--- src/rtl/mux_n_registrado.sv ---
// mux_n_registrado: N-input, W-bit registered multiplexer with valid/ready
// handshakes on both sides and a two-entry skid buffer. Out-of-range selects
// yield VALOR_PADRAO and raise a sticky error flag. Emits are counted.
module mux_n_registrado #(
  parameter int                   LARGURA      = 32,
  parameter int                   ENTRADAS     = 3,
  parameter int                   SEL_W        = $clog2(ENTRADAS),
  parameter logic [LARGURA-1:0]   VALOR_PADRAO = '0
) (
  input  logic                          clock,
  input  logic                          reset_n,
  input  logic [ENTRADAS*LARGURA-1:0]   entradas,
  input  logic [SEL_W-1:0]              seletor,
  input  logic                          valido_in,
  output logic                          pronto_in,
  output logic [LARGURA-1:0]            saida,
  output logic                          valido_out,
  input  logic                          pronto_out,
  output logic                          erro_sel,
  input  logic                          limpa_erro,
  output logic [15:0]                   contador_transf
);

  typedef enum logic [1:0] {
    VAZIO = 2'd0,
    CHEIO = 2'd1,
    SKID  = 2'd2
  } estado_t;

  estado_t              r_estado;
  estado_t              w_proxEstado;
  logic [LARGURA-1:0]   r_principal;
  logic [LARGURA-1:0]   r_skid;
  logic                 r_erroSel;
  logic [15:0]          r_contador;

  logic [LARGURA-1:0]   w_selVal;
  logic                 w_foraFaixa;
  logic                 w_prontoIn;
  logic                 w_validoOut;
  logic                 w_aceita;
  logic                 w_emite;

  assign w_aceita = valido_in & w_prontoIn;
  assign w_emite  = w_validoOut & pronto_out;

  // Pick the addressed input word, falling back to the default for indices past the last input
  always_comb begin
    w_selVal    = VALOR_PADRAO;
    w_foraFaixa = (int'(seletor) >= ENTRADAS);
    for (int i = 0; i < ENTRADAS; i++) begin
      if (int'(seletor) == i) begin
        w_selVal = entradas[i*LARGURA +: LARGURA];
      end
    end
  end

  // State register for the skid-buffer control
  always_ff @(posedge clock or negedge reset_n) begin
    if (!reset_n) begin
      r_estado <= VAZIO;
    end else begin
      r_estado <= w_proxEstado;
    end
  end

  // Next state: occupancy grows on accept without emit and shrinks on emit without accept
  always_comb begin
    w_proxEstado = r_estado;
    case (r_estado)
      VAZIO: begin
        if (w_aceita) w_proxEstado = CHEIO;
      end
      CHEIO: begin
        if (w_aceita && !w_emite)      w_proxEstado = SKID;
        else if (!w_aceita && w_emite) w_proxEstado = VAZIO;
      end
      SKID: begin
        if (w_emite) w_proxEstado = CHEIO;
      end
      default: w_proxEstado = VAZIO;
    endcase
  end

  // Handshake outputs decode the state register only, so no ready/valid input reaches an output
  always_comb begin
    w_validoOut = (r_estado != VAZIO);
    w_prontoIn  = (r_estado != SKID);
  end

  // Data registers: principal always holds the oldest word, skid the one that arrived under stall
  always_ff @(posedge clock or negedge reset_n) begin
    if (!reset_n) begin
      r_principal <= '0;
      r_skid      <= '0;
    end else begin
      case (r_estado)
        VAZIO: begin
          if (w_aceita) r_principal <= w_selVal;
        end
        CHEIO: begin
          if (w_aceita && w_emite)       r_principal <= w_selVal;
          else if (w_aceita && !w_emite) r_skid      <= w_selVal;
        end
        SKID: begin
          if (w_emite) r_principal <= r_skid;
        end
        default: begin
          r_principal <= r_principal;
        end
      endcase
    end
  end

  // Sticky select error: a bad accept sets it and takes priority over a clear in the same cycle
  always_ff @(posedge clock or negedge reset_n) begin
    if (!reset_n) begin
      r_erroSel <= 1'b0;
    end else if (w_aceita && w_foraFaixa) begin
      r_erroSel <= 1'b1;
    end else if (limpa_erro) begin
      r_erroSel <= 1'b0;
    end
  end

  // Count output transfers, wrapping naturally at 16 bits
  always_ff @(posedge clock or negedge reset_n) begin
    if (!reset_n) begin
      r_contador <= '0;
    end else if (w_emite) begin
      r_contador <= r_contador + 16'd1;
    end
  end

  assign pronto_in       = w_prontoIn;
  assign valido_out      = w_validoOut;
  assign saida           = r_principal;
  assign erro_sel        = r_erroSel;
  assign contador_transf = r_contador;

endmodule

--- config.mk ---
export PLATFORM = sky130hd
export DESIGN_NAME = mux_n_registrado
export DESIGN_NICKNAME = d
export VERILOG_FILES = /design/src/rtl/mux_n_registrado.sv
export SDC_FILE = /design/constraint.sdc
export NUM_CORES = 1
export LEC_CHECK = 0
export CAP_MARGIN = 5
export CORE_MARGIN = 2
export CORE_UTILIZATION = 46
export CTS_BUF_LIST = sky130_fd_sc_hd__clkbuf_4
export DETAILED_ROUTE_END_ITERATION = 6
export GPL_ROUTABILITY_DRIVEN = 1
export PLACE_DENSITY = 0.82
export SETUP_SLACK_MARGIN = 0.5
export SYNTH_ARGS = -nofsm -noshare
export SYNTH_HDL_FRONTEND = slang
export SYNTH_SLANG_ARGS = --single-unit
--- constraint.sdc ---
create_clock -name clock -period 1.9 [get_ports clock]
set_input_delay 0.57 -clock clock [delete_from_list [all_inputs] [get_ports clock]]
set_output_delay 0.57 -clock clock [all_outputs]
set_load 0.01 [all_outputs]
## Word level (Yosys, flattened, before mapping)

Cells that the tools add are included.

- Reduce and logical (&&, ||, !) cells: 14
- Equality and inequality tests: 9
- Bitwise operators: 3
- $lt $le $gt $ge: 1
- Multiplexer cells: 14
- Add/sub/neg operators: 1

Operators by type and width:

| kind | number |
|---|---|
| $mux W32 | 6 |
| $pmux W32 S3 | 1 |
| $add A16 B1 Y16 const B | 1 |
| $mux W2 | 4 |
| $ne A2 B2 Y1 const B | 4 |
| $eq A2 B2 Y1 const B | 3 |
| $pmux W2 S3 | 1 |
| $reduce_and A3 Y1 | 2 |
| $logic_and A1 B1 Y1 | 4 |
| $logic_not A2 Y1 | 2 |
| $reduce_and A4 Y1 | 1 |
| $reduce_bool A2 Y1 | 2 |
| $ne A3 B3 Y1 const B | 1 |
| $reduce_bool A3 Y1 | 1 |
| $and A1 B1 Y1 | 2 |
| $eq A2 B1 Y1 const B | 1 |
| $ge A2 B2 Y1 const B | 1 |
| $logic_not A1 Y1 | 2 |
| $mux W1 | 2 |
| $not A1 Y1 | 1 |

- Bits of input ports: 103
- Output and inout bits: 51
- Logic and storage cells: 47
- Bits in registers: 83

## Logic depth before layout (Yosys ltp)

- Depth after elaboration: 7
- Depth in mapped cells: 6
- Depth with buffers taken out: 5

## Least setup slack after synthesis

Ideal clock, no wire load.

- Path type: register to output
- Start: register r_estado[1]
- End: output pronto_in
- Arrival time: 1.178 ns
- Data required time: 1.330 ns
- Path slack: 0.152 ns
- Cell stages (with the launch flop): 5
- Buffers on the path: 2
- Path through: dfrtp_1 -> nor2b_1 -> clkbuf_1 -> inv_1 -> buf_1

- Longest elaborated chain between the ends: 1

RTL lines:

| item | line | text |
|---|---|---|
| start: declaration | 30 | `estado_t r_estado;` |
| start signal: assignment | 63 | `r_estado <= w_proxEstado;` |
| $ne A2 B2 Y1 | 88 | `w_prontoIn = (r_estado != SKID);` |
| end: declaration | 15 | `output logic pronto_in,` |

No other way between the ends.

## Worst setup path in the final report

- Start: register r_estado[1]
- End: output valido_out

- Longest elaborated chain between the ends: 1

RTL lines:

| item | line | text |
|---|---|---|
| $reduce_bool A2 Y1 | 87 | `w_validoOut = (r_estado != VAZIO);` |
| end: declaration | 17 | `output logic valido_out,` |

No other way between the ends.

==> results.cfg <==
[outcome]
status = finished, violations left
violations = setup timing

[critical_path]
rrSetupSlack_ns = 0.02
cp.arrival_ns = 1.34
path_max_fanout = 2
worstPathRequired_ns = 1.33
critPathCaptureType = output pin
worstSetupPathType = register to output pin
startpoint_type = register

[floorplan]
start_util_pct = 46.8
die_y_um = 100
core_area_um2 = 9110
io_pins = 154
dieWidth_um = 100
num_rows = 35
dieArea_um2 = 10100

[synth]
synth_nets = 573
syn_inst = 469
netlist_top_cells_area = dfrtp_1, nor2_1, a21oi_1
ys_ff_latch = 83
synthFlopType = dfrtp_1
async_reset_ff_share_pct = 100
avgSynthCellArea_um2 = 9.09
synth-warning-count = 0
synth_most_common_cell = nor2_1
yosysTopAreaCellShare_pct = 48.7
netlist_area_um2 = 4260
synth_cell_type_count = 33
synth-seq-area-share_pct = 48.7
yosysTopAreaCell = dfrtp_1
synth-edff-count = 0
yosys-top-cells-count = nor2_1, dfrtp_1, a21oi_1, nand2_1

[pwr]
power_mw = 7.36
ir_drop_mv = 0.494
p_per_area_nw_per_um2 = 920
p_leak_nw = 3.59

[place]
dp_hpwl_um = 8820
io_buffer_count = 153
place_congestion = 0.826

[sta]
setup_ws_ns = -0.0105
rsz0062_at_grt = true
hold_viol = 0
maxSlewHeadroom_pct = 68.0
setup_viol = 1
fmaxAchievable_mhz = 523
min_period_ns = 1.91
tightestPinTransition_ns = 0.477
fin_crit_sh_pct = 101
finalMaxSlewViolations = 0
whs_ns = 0.0368
clock_skew_ns = 0.0198

[global_routing]
grt_max_degree = 35
grt_pass1_vias = 4998
grt_overflow_total = 0
antenna_found_initial = 0
grt_pass1_wl_um = 24700
grt_util_all_layers_pct = 31.9

[clock_network]
clk_pin_slew_ns = 0.15
clock_sinks = 83
clock_latency_ns = 0.46
cts_tree = yes
clockBufferDepth = 2
cts_buffers = 9
cts_root_buffer = clkbuf_4
htreeDepth = 3

[final_layout]
syn_to_final_growth_pct = 87.6
diodes = 0
drive_above_1_share_pct = 44.8
regArea_um2 = 2080
multi_input_area_um2 = 2920
fill_cells = 407
fin_nets = 811

[routing]
totalWireLength_um = 19300
drt_iter0_drc = 358
drt_drc_violations_left = 0
wl_per_cell_um = 23.4
vias = 5078
first_pass_iters = 5
ant_nets = 0
vias_per_cell = 6.17

[job]
drv_cap = 0

[worst_hold_path]
hp-class = input pin to async pin
[final timing paths]
path,start,end,cells after the start
worst max-delay path,r_estado[1]$_DFFE_PN0P_,valido_out,3
worst min-delay path,reset_n,contador_transf[7]$_DFFE_PN0P_,1
worst max register to register,r_estado[1]$_DFFE_PN0P_,saida[4]$_DFFE_PN0P_,10
worst min register to register,saida[18]$_DFFE_PN0P_,saida[18]$_DFFE_PN0P_,2
max in group asynchronous,reset_n,r_skid[19]$_DFFE_PN0P_,2
min in group clock,saida[18]$_DFFE_PN0P_,saida[18]$_DFFE_PN0P_,2
[state kept, by name, indices dropped and copies added (netlist names)]
signal,count
contador_transf,16
saida,32
r_skid,32
erro_sel,1
r_estado,2
[area by class of cell]
class	instances	share of cell area, %
Sequential cell	83	26.0
Inverter	5	0.235
Clock buffer	10	0.939
Tap cell	111	1.74
Clock inverter	6	0.407
Multi-Input combinational cell	345	36.5
Timing Repair Buffer	263	34.2
[metal layers]
layer | routed length (um) | vias up | share of wire, % | GRT usage, %
met4 | 983 | 0 | 5.1 | 16.5
met2 | 9940 | 385 | 52 | 56.5
met3 | 1540 | 97 | 8.0 | 5.22
met1 | 6810 | 2459 | 35 | 37.2
li1 | - | 2137 | - | -
met5 | 0 | - | 0 | 0
[critical path, stage by stage (launching register included)]
cell	delay, ns
dfrtp_1	0.42
buf_6	0.12
or2_4	0.22
buf_6	0.12
[cells in the final DEF (no fill, tap or decap), types with 3 or more instances in the layout]
master           count
a211oi_1             4
a211oi_2            28
a21oi_1             37
a21oi_2             28
a21oi_4              3
and3_1               3
buf_12              16
buf_16              12
buf_2               43
buf_4               60
buf_6               26
clkbuf_4            10
clkdlybuf4s50_1     99
dfrtp_1             80
dfrtp_2              3
inv_1                4
mux2i_1             32
nand2_1             13
nand2_2              4
nand2_4             19
nand3_1              4
nor2_1              95
nor2_2               4
nor2_4               3
nor2b_4              3
o31ai_1              5
o31ai_2              6
o31ai_4             21
xnor2_2              7
xor2_1               6
[metrics by stage]
stage | worst slack, ns | cells | utilization, % | area (um^2) | setup TNS (ns)
finish | -0.0105 | 823 | 87.8 | 8000 | -0.0105
global route | -0.0569 | 823 | 87.8 | 8000 | -0.203
CTS | 0.0141 | 797 | 79.8 | 7270 | 0
detailed placement | -0.330 | 723 | 68.7 | 6260 | -20.78
global placement | -0.230 | 723 | 68.7 | 6260 | -14.56
floorplan | 0.363 | 469 | - | 4660 | 0
[kinds of logic (layout without fill, tap and decap cells)]
group / Yosys count / after routing / synth area share (%)
simple gates: 160 / 160 / 15.9
compound gates: 136 / 136 / 20.0
flops: 83 / 83 / 48.7
buf+inv: 41 / 284 / 4.20
mux: 33 / 33 / 7.78
xor+xnor: 15 / 15 / 3.08
fa+ha+maj: 1 / 1 / 0.293
[power by group]
group	internal (mW)	total (mW)	switching, mW
registers	2.31	2.74	0.430
logic	1.89	3.66	1.78
clock network	0.271	0.957	0.686
total	4.47	7.36	2.89
[timing repair]
action / in CTS / in global routing
cloned: 13 / 2
setup endpoints to repair: 132 / 134
resized for setup: 312 / 90
buffers inserted: 45 / 24
pin swaps: 23 / 20
hold buffers: 0 / 0
(Power assumes the default switching activity.)
